==> src/rtl/uart_tx_arb_pkg.sv <==
// uart_tx_arb_pkg: shared types and constants for the UART TX arbiter.
// Holds the arbiter state encoding, the byte type, the fixed requester
// indices and a helper that advances the round-robin pointer.

package uart_tx_arb_pkg;

   typedef enum logic [0:0] {
      ARB_IDLE   = 1'b0,
      ARB_LOCKED = 1'b1
   } arb_state_t;

   typedef logic [7:0] byte_t;

   // Fixed requester slots on the shared TX path
   localparam int REQ_BOOT  = 0;
   localparam int REQ_CORE  = 1;
   localparam int REQ_DEBUG = 2;

   // Index following idx in a ring of n requesters
   function automatic int rr_next(input int idx, input int n);
      return (idx + 1 >= n) ? 0 : idx + 1;
   endfunction

endpackage

==> src/rtl/uart_tx_arbiter_rr_pick.sv <==
// rr_pick: combinational round-robin selector.
// Returns the first set bit of 'valid' found by scanning upward from
// 'start' with wrap-around, plus a flag telling whether any bit was set.

module rr_pick #(
   parameter int N  = 3,
   parameter int IW = $clog2(N)
) (
   input  logic [N-1:0]  valid,
   input  logic [IW-1:0] start,
   output logic          found,
   output logic [IW-1:0] idx
);

   logic [2*N-1:0] doubled;
   logic [N-1:0]   rotated;
   logic [IW-1:0]  offset;
   logic [IW:0]    sum;

   // Rotate the request vector so that bit 0 corresponds to 'start'
   assign doubled = {valid, valid};
   assign rotated = doubled[int'(start) +: N];

   // Lowest set bit of the rotated vector is the winner's distance from start
   always_comb begin
      offset = '0;
      for (int k = N - 1; k >= 0; k--) begin
         if (rotated[k]) begin
            offset = IW'(k);
         end
      end
   end

   assign found = |rotated;
   assign sum   = {1'b0, start} + {1'b0, offset};

   // Map the distance back to an absolute index modulo N
   assign idx = (int'(sum) >= N) ? IW'(int'(sum) - N) : sum[IW-1:0];

endmodule

==> src/rtl/uart_tx_arbiter.sv <==
// uart_tx_arbiter: shares the TX FIFO write port among NREQ byte producers.
// Round-robin at message granularity: a granted requester keeps the port
// until it delivers a byte flagged 'last'. FIFO 'full' is folded straight
// into the per-requester ready so backpressure costs no extra latency.
// Optional idle watchdog: define UART_TX_ARB_WATCHDOG_EN to release a lock
// whose owner stays silent for IDLE_LIMIT cycles.

module uart_tx_arbiter
   import uart_tx_arb_pkg::*;
#(
   parameter int NREQ       = 3,
   parameter int IDLE_LIMIT = 1024
) (
   input  logic                    clk,
   input  logic                    reset,
   input  logic [NREQ-1:0]         req_valid,
   input  logic [NREQ-1:0][7:0]    req_data,
   input  logic [NREQ-1:0]         req_last,
   output logic [NREQ-1:0]         req_ready,
   input  logic                    full,
   output logic                    wr_en,
   output logic [7:0]              wr_data,
   output logic                    busy,
   output logic [$clog2(NREQ)-1:0] grant_id,
   output logic                    timeout_err
);

   localparam int IW = $clog2(NREQ);

   arb_state_t    state_reg;
   arb_state_t    state_next;
   logic [IW-1:0] rr_ptr_reg;
   logic [IW-1:0] rr_ptr_next;
   logic [IW-1:0] grant_reg;
   logic [IW-1:0] grant_next;
   logic          locked;
   logic          xfer;
   logic          release_lock;
   logic          wd_expire;
   logic          pick_found;
   logic [IW-1:0] pick_idx;
   logic [IW-1:0] after_grant;
   byte_t         sel_data;

   rr_pick #(
      .N  (NREQ),
      .IW (IW)
   ) u_rr_pick (
      .valid (req_valid),
      .start (rr_ptr_reg),
      .found (pick_found),
      .idx   (pick_idx)
   );

   assign locked       = (state_reg == ARB_LOCKED);
   assign xfer         = locked & req_valid[grant_reg] & ~full;
   assign release_lock = (xfer & req_last[grant_reg]) | wd_expire;
   assign after_grant  = IW'(rr_next(int'(grant_reg), NREQ));
   assign sel_data     = req_data[grant_reg];

   // Only the granted requester may see ready, and only while the FIFO has room
   generate
      for (genvar gi = 0; gi < NREQ; gi++) begin : g_ready
         assign req_ready[gi] = locked & ~full & (grant_reg == IW'(gi));
      end
   endgenerate

   assign wr_en    = xfer;
   assign wr_data  = xfer ? sel_data : 8'h00;
   assign busy     = locked;
   assign grant_id = grant_reg;

   // Next-state: grab a winner in IDLE, hold the lock until message end or watchdog
   always_comb begin
      state_next  = state_reg;
      rr_ptr_next = rr_ptr_reg;
      grant_next  = grant_reg;
      case (state_reg)
         ARB_IDLE: begin
            if (pick_found) begin
               state_next = ARB_LOCKED;
               grant_next = pick_idx;
            end
         end
         ARB_LOCKED: begin
            if (release_lock) begin
               state_next  = ARB_IDLE;
               rr_ptr_next = after_grant;
            end
         end
         default: begin
            state_next = ARB_IDLE;
         end
      endcase
   end

   // Arbiter state, round-robin pointer and grant registers
   always_ff @(posedge clk or negedge reset) begin
      if (!reset) begin
         state_reg  <= ARB_IDLE;
         rr_ptr_reg <= '0;
         grant_reg  <= '0;
      end else begin
         state_reg  <= state_next;
         rr_ptr_reg <= rr_ptr_next;
         grant_reg  <= grant_next;
      end
   end

`ifdef UART_TX_ARB_WATCHDOG_EN
   localparam int WD_W = $clog2(IDLE_LIMIT + 1);

   logic [WD_W-1:0] wd_cnt_reg;
   logic            timeout_reg;

   // Expire on the cycle that would be the IDLE_LIMIT-th silent cycle
   assign wd_expire = locked & ~req_valid[grant_reg]
                    & (wd_cnt_reg == WD_W'(IDLE_LIMIT - 1));

   // Count owner-silent cycles; stalls on 'full' with valid high do not count
   always_ff @(posedge clk or negedge reset) begin
      if (!reset) begin
         wd_cnt_reg <= '0;
      end else if (!locked || xfer || wd_expire) begin
         wd_cnt_reg <= '0;
      end else if (!req_valid[grant_reg]) begin
         wd_cnt_reg <= wd_cnt_reg + 1'b1;
      end
   end

   // One-cycle error pulse in the IDLE cycle that follows a forced release
   always_ff @(posedge clk or negedge reset) begin
      if (!reset) begin
         timeout_reg <= 1'b0;
      end else begin
         timeout_reg <= wd_expire;
      end
   end

   assign timeout_err = timeout_reg;
`else
   logic unused_idle_limit;

   assign wd_expire         = 1'b0;
   assign timeout_err       = 1'b0;
   assign unused_idle_limit = (IDLE_LIMIT > 0);
`endif

endmodule

==> config.mk <==
export PLATFORM = sky130hd
export DESIGN_NAME = uart_tx_arbiter
export DESIGN_NICKNAME = d
export VERILOG_FILES = /design/src/rtl/uart_tx_arb_pkg.sv /design/src/rtl/uart_tx_arbiter_rr_pick.sv /design/src/rtl/uart_tx_arbiter.sv
export SDC_FILE = /design/constraint.sdc
export NUM_CORES = 1
export LEC_CHECK = 0
export CAP_MARGIN = 15
export CORE_MARGIN = 2
export CORE_UTILIZATION = 31
export DETAILED_ROUTE_END_ITERATION = 12
export GPL_TIMING_DRIVEN = 0
export HOLD_SLACK_MARGIN = 0.15
export PLACE_DENSITY = 0.82
export SLEW_MARGIN = 20
export SYNTH_ARGS = -nofsm -noshare
export SYNTH_HDL_FRONTEND = slang
export SYNTH_SLANG_ARGS = --single-unit
==> constraint.sdc <==
create_clock -name clk -period 2.4 [get_ports clk]
set_input_delay 0.48 -clock clk [delete_from_list [all_inputs] [get_ports clk]]
set_output_delay 0.48 -clock clk [all_outputs]
set_load 0.02 [all_outputs]
==> impl_metrics.py <==
metrics = {
    "status": {
        "status": "finished with violations",
        "violations": "setup timing",
    },
    "sta": {
        "worstMarginPinSlew_ns": 0.558,
        "fin_crit_sh": 1.02,
        "layout_min_cycle_time_ns": 2.46,
        "skew_ns": 0.000143,
        "finalSetupViolCount": 2,
        "fmax_mhz": 407,
        "rsz0062_at_grt": "true",
        "finalHoldViolCount": 0,
        "slew_headroom": 0.627,
        "fin_ws_ns": -0.0582,
        "drv_slew": 0,
    },
    "final_layout": {
        "most-common-layout-cells": "clkdlybuf4s50_1, nor2_1, mux2i_1, a21oi_1, buf_4",
        "fill_cells": 187,
        "antenna_cells": 0,
        "nets": 183,
        "final_area_sq_um": 1350,
        "final_common_cell": "clkdlybuf4s50_1",
        "syn_to_final_growth_pct": 90.0,
        "regArea_sq_um": 126,
        "drive_gt1_frac": 0.322,
        "multi_input_area_sq_um": 592,
        "postLayoutCoreUtil": 0.617,
        "post_layout_nonfiller_instances": 174,
    },
    "yosys": {
        "ys_ff_latch": 5,
        "yosys_warnings": 0,
        "syn_area_sq_um": 712,
        "syn_nets": 125,
        "syn_area_per_cell_sq_um": 8.00,
        "netlist_instances": 89,
        "yosysSeqAreaShare": 0.176,
        "synthDistinctLibCells": 36,
    },
    "global_route": {
        "grt_max_degree": 11,
        "grtUsageTotal": 0.174,
        "grt_pass1_wl_mm": 3.60,
        "antenna_found_initial": 0,
        "grt_pass1_vias": 868,
        "grt-ovfl-total": 0,
    },
    "clock_tree": {
        "clockRootBuffer": "clkbuf_4",
        "path_clk_slew_ns": 0.05,
        "cts_buffers": 3,
        "cts_sinks": 5,
        "htree_levels": 1,
        "ctsHoldBuffers": 0,
        "cts_tree": "built",
        "insertion_delay_ns": 0.24,
        "cts_max_path_buffers": 2,
    },
    "placement": {
        "dpl_cell_area_sq_um": 1220,
        "place_congestion": 0.759,
        "dp_hpwl_mm": 1.68,
        "dp_cells": 164,
        "place.port_buffers": 47,
    },
    "critical_path": {
        "critical_path_class": "reg2reg",
        "cpMostUsedCell": "ha_2",
        "cpMaxStageDelayCell": "fa_1",
        "startpoint_type": "register",
        "worstRegToRegCells": 10,
        "cp_num_buf_inv": 3,
        "reg2reg_setup_slack_ns": -0.06,
        "critical_path.cell_chain": "buf_6 -> o311ai_4 -> ha_2 -> inv_2 -> fa_1 -> inv_1 -> ha_2 -> nor2b_4 -> a21oi_1 -> mux2_4",
        "cp_top_family": "adder cells",
        "end_kind": "register",
        "max_stage_delay_ns": 0.51,
        "path_max_fanout": 5,
        "cp.required_ns": 2.52,
        "worstSetupPathDepth": 10,
        "worstPathArrival_ns": 2.58,
    },
    "routing": {
        "vias_per_cell": 4.98,
        "antenna_left": 0,
        "avgRoutedWirePerCell_um": 13.3,
        "drc": 0,
        "first_pass_iters": 4,
        "drt_iter0_markers": 11,
        "wirelength_mm": 2.32,
        "vias": 867,
    },
    "power_and_ir_drop": {
        "powerDensity_nw_per_um2": 1090,
        "leakage_nw": 0.591,
        "ir_drop_mv": 0.602,
    },
    "die": {
        "dieArea_sq_um": 2700,
        "ios": 49,
        "die_x_um": 51.9,
        "rows": 17,
        "die_y_um": 51.9,
        "core_sq_um": 2190,
        "start_util": 0.325,
    },
    "flow_run": {
        "cap_violations": 0,
    },
    "hold_path": {
        "hp-class": "in2async",
    },
}
[per-stage QoR]
| stage | hold WS, ns | setup WS, ns | total power (W) | setup TNS [ns] |
|---|---|---|---|---|
| 2_1_floorplan | 0.184 | -0.0196 | 0.000846 | -0.0196 |
| 3_3_place_gp | 0.529 | -0.688 | 0.00113 | -5.97 |
| 3_5_place_dp | 0.553 | -0.778 | 0.00116 | -6.37 |
| 4_1_cts | 0.470 | -0.0846 | 0.00139 | -0.361 |
| 5_1_grt | 0.470 | -0.169 | 0.00160 | -0.383 |
| 6_report | 0.465 | -0.0582 | 0.00147 | -0.0708 |
[worst paths after layout]
kind | end | startpoint
max | grant_id[1] | rr_ptr_reg[0]
min | grant_id[1] | reset
max reg2reg | grant_id[1] | rr_ptr_reg[0]
min reg2reg | rr_ptr_reg[0] | rr_ptr_reg[0]
max in group asynchronous | rr_ptr_reg[0] | reset
min in group clk | rr_ptr_reg[0] | rr_ptr_reg[0]
[report_power, final]
| part | internal [W] | switching, W |
|---|---|---|
| registers | 0.000127 | 0.0000528 |
| clock network | 0.0000629 | 0.0000358 |
| logic | 0.000608 | 0.000586 |
| total | 0.000798 | 0.000674 |
[synthesized netlist by cell type]
cell type | n | area share
buf_4 | 1 | 0.011
xnor2_1 | 1 | 0.012
o21a_1 | 1 | 0.011
a21oi_1 | 10 | 0.070
nand2_1 | 1 | 0.0053
o32a_1 | 1 | 0.014
nand4_1 | 1 | 0.0088
nor2b_1 | 1 | 0.0088
fa_1 | 1 | 0.028
o211ai_1 | 1 | 0.011
nor2b_4 | 1 | 0.019
nor2_1 | 18 | 0.095
a21o_1 | 1 | 0.011
nor4_1 | 1 | 0.0088
nor3b_1 | 2 | 0.021
or2_1 | 1 | 0.0088
nand3b_1 | 2 | 0.021
mux2i_1 | 10 | 0.14
nand3_1 | 1 | 0.0070
a2bb2oi_2 | 1 | 0.021
a31oi_1 | 1 | 0.0088
buf_6 | 3 | 0.047
o311ai_0 | 1 | 0.012
nor3_1 | 2 | 0.014
or3b_1 | 1 | 0.012
clkbuf_1 | 1 | 0.0053
mux2_1 | 3 | 0.047
ha_1 | 2 | 0.035
inv_2 | 1 | 0.0053
dfrtp_1 | 5 | 0.18
o21ai_0 | 1 | 0.0070
nor4b_4 | 1 | 0.033
buf_2 | 2 | 0.014
nand2b_1 | 2 | 0.018
conb_1 | 1 | 0.0053
inv_1 | 5 | 0.026
[logic make-up (layout without fill, tap and decap cells)]
kind of cell,after synthesis,count (layout),share of synthesized area
xor+xnor,1,1,0.0123
fa+ha+maj,3,3,0.0633
flops,5,5,0.176
mux,13,13,0.188
compound gates,18,18,0.165
buf+inv,13,70,0.109
simple gates,35,35,0.281
other cells,1,1,0.00527
[area by class of cell]
class | count | share of cell area
multi-input cells | 71 | 0.438
repair buffers | 53 | 0.364
flip-flops and latches | 5 | 0.0934
plain buffers | 7 | 0.0426
well taps | 28 | 0.0259
clock buffers | 4 | 0.0194
inverters | 6 | 0.0167
[timing repair]
item | in CTS | in global routing
pin swaps | 6 | 3
resized for setup | 51 | 23
setup buffers | 4 | 2
endpoints found under the setup margin | 14 | 11
[metal layers]
metal	track usage	up-vias	wire length (um)
met5	0	-	0
li1	-	428	-
met4	0.0965	0	29
met3	0.0287	4	147
met1	0.188	405	913
met2	0.319	30	1220
(Power assumes the default switching activity.)
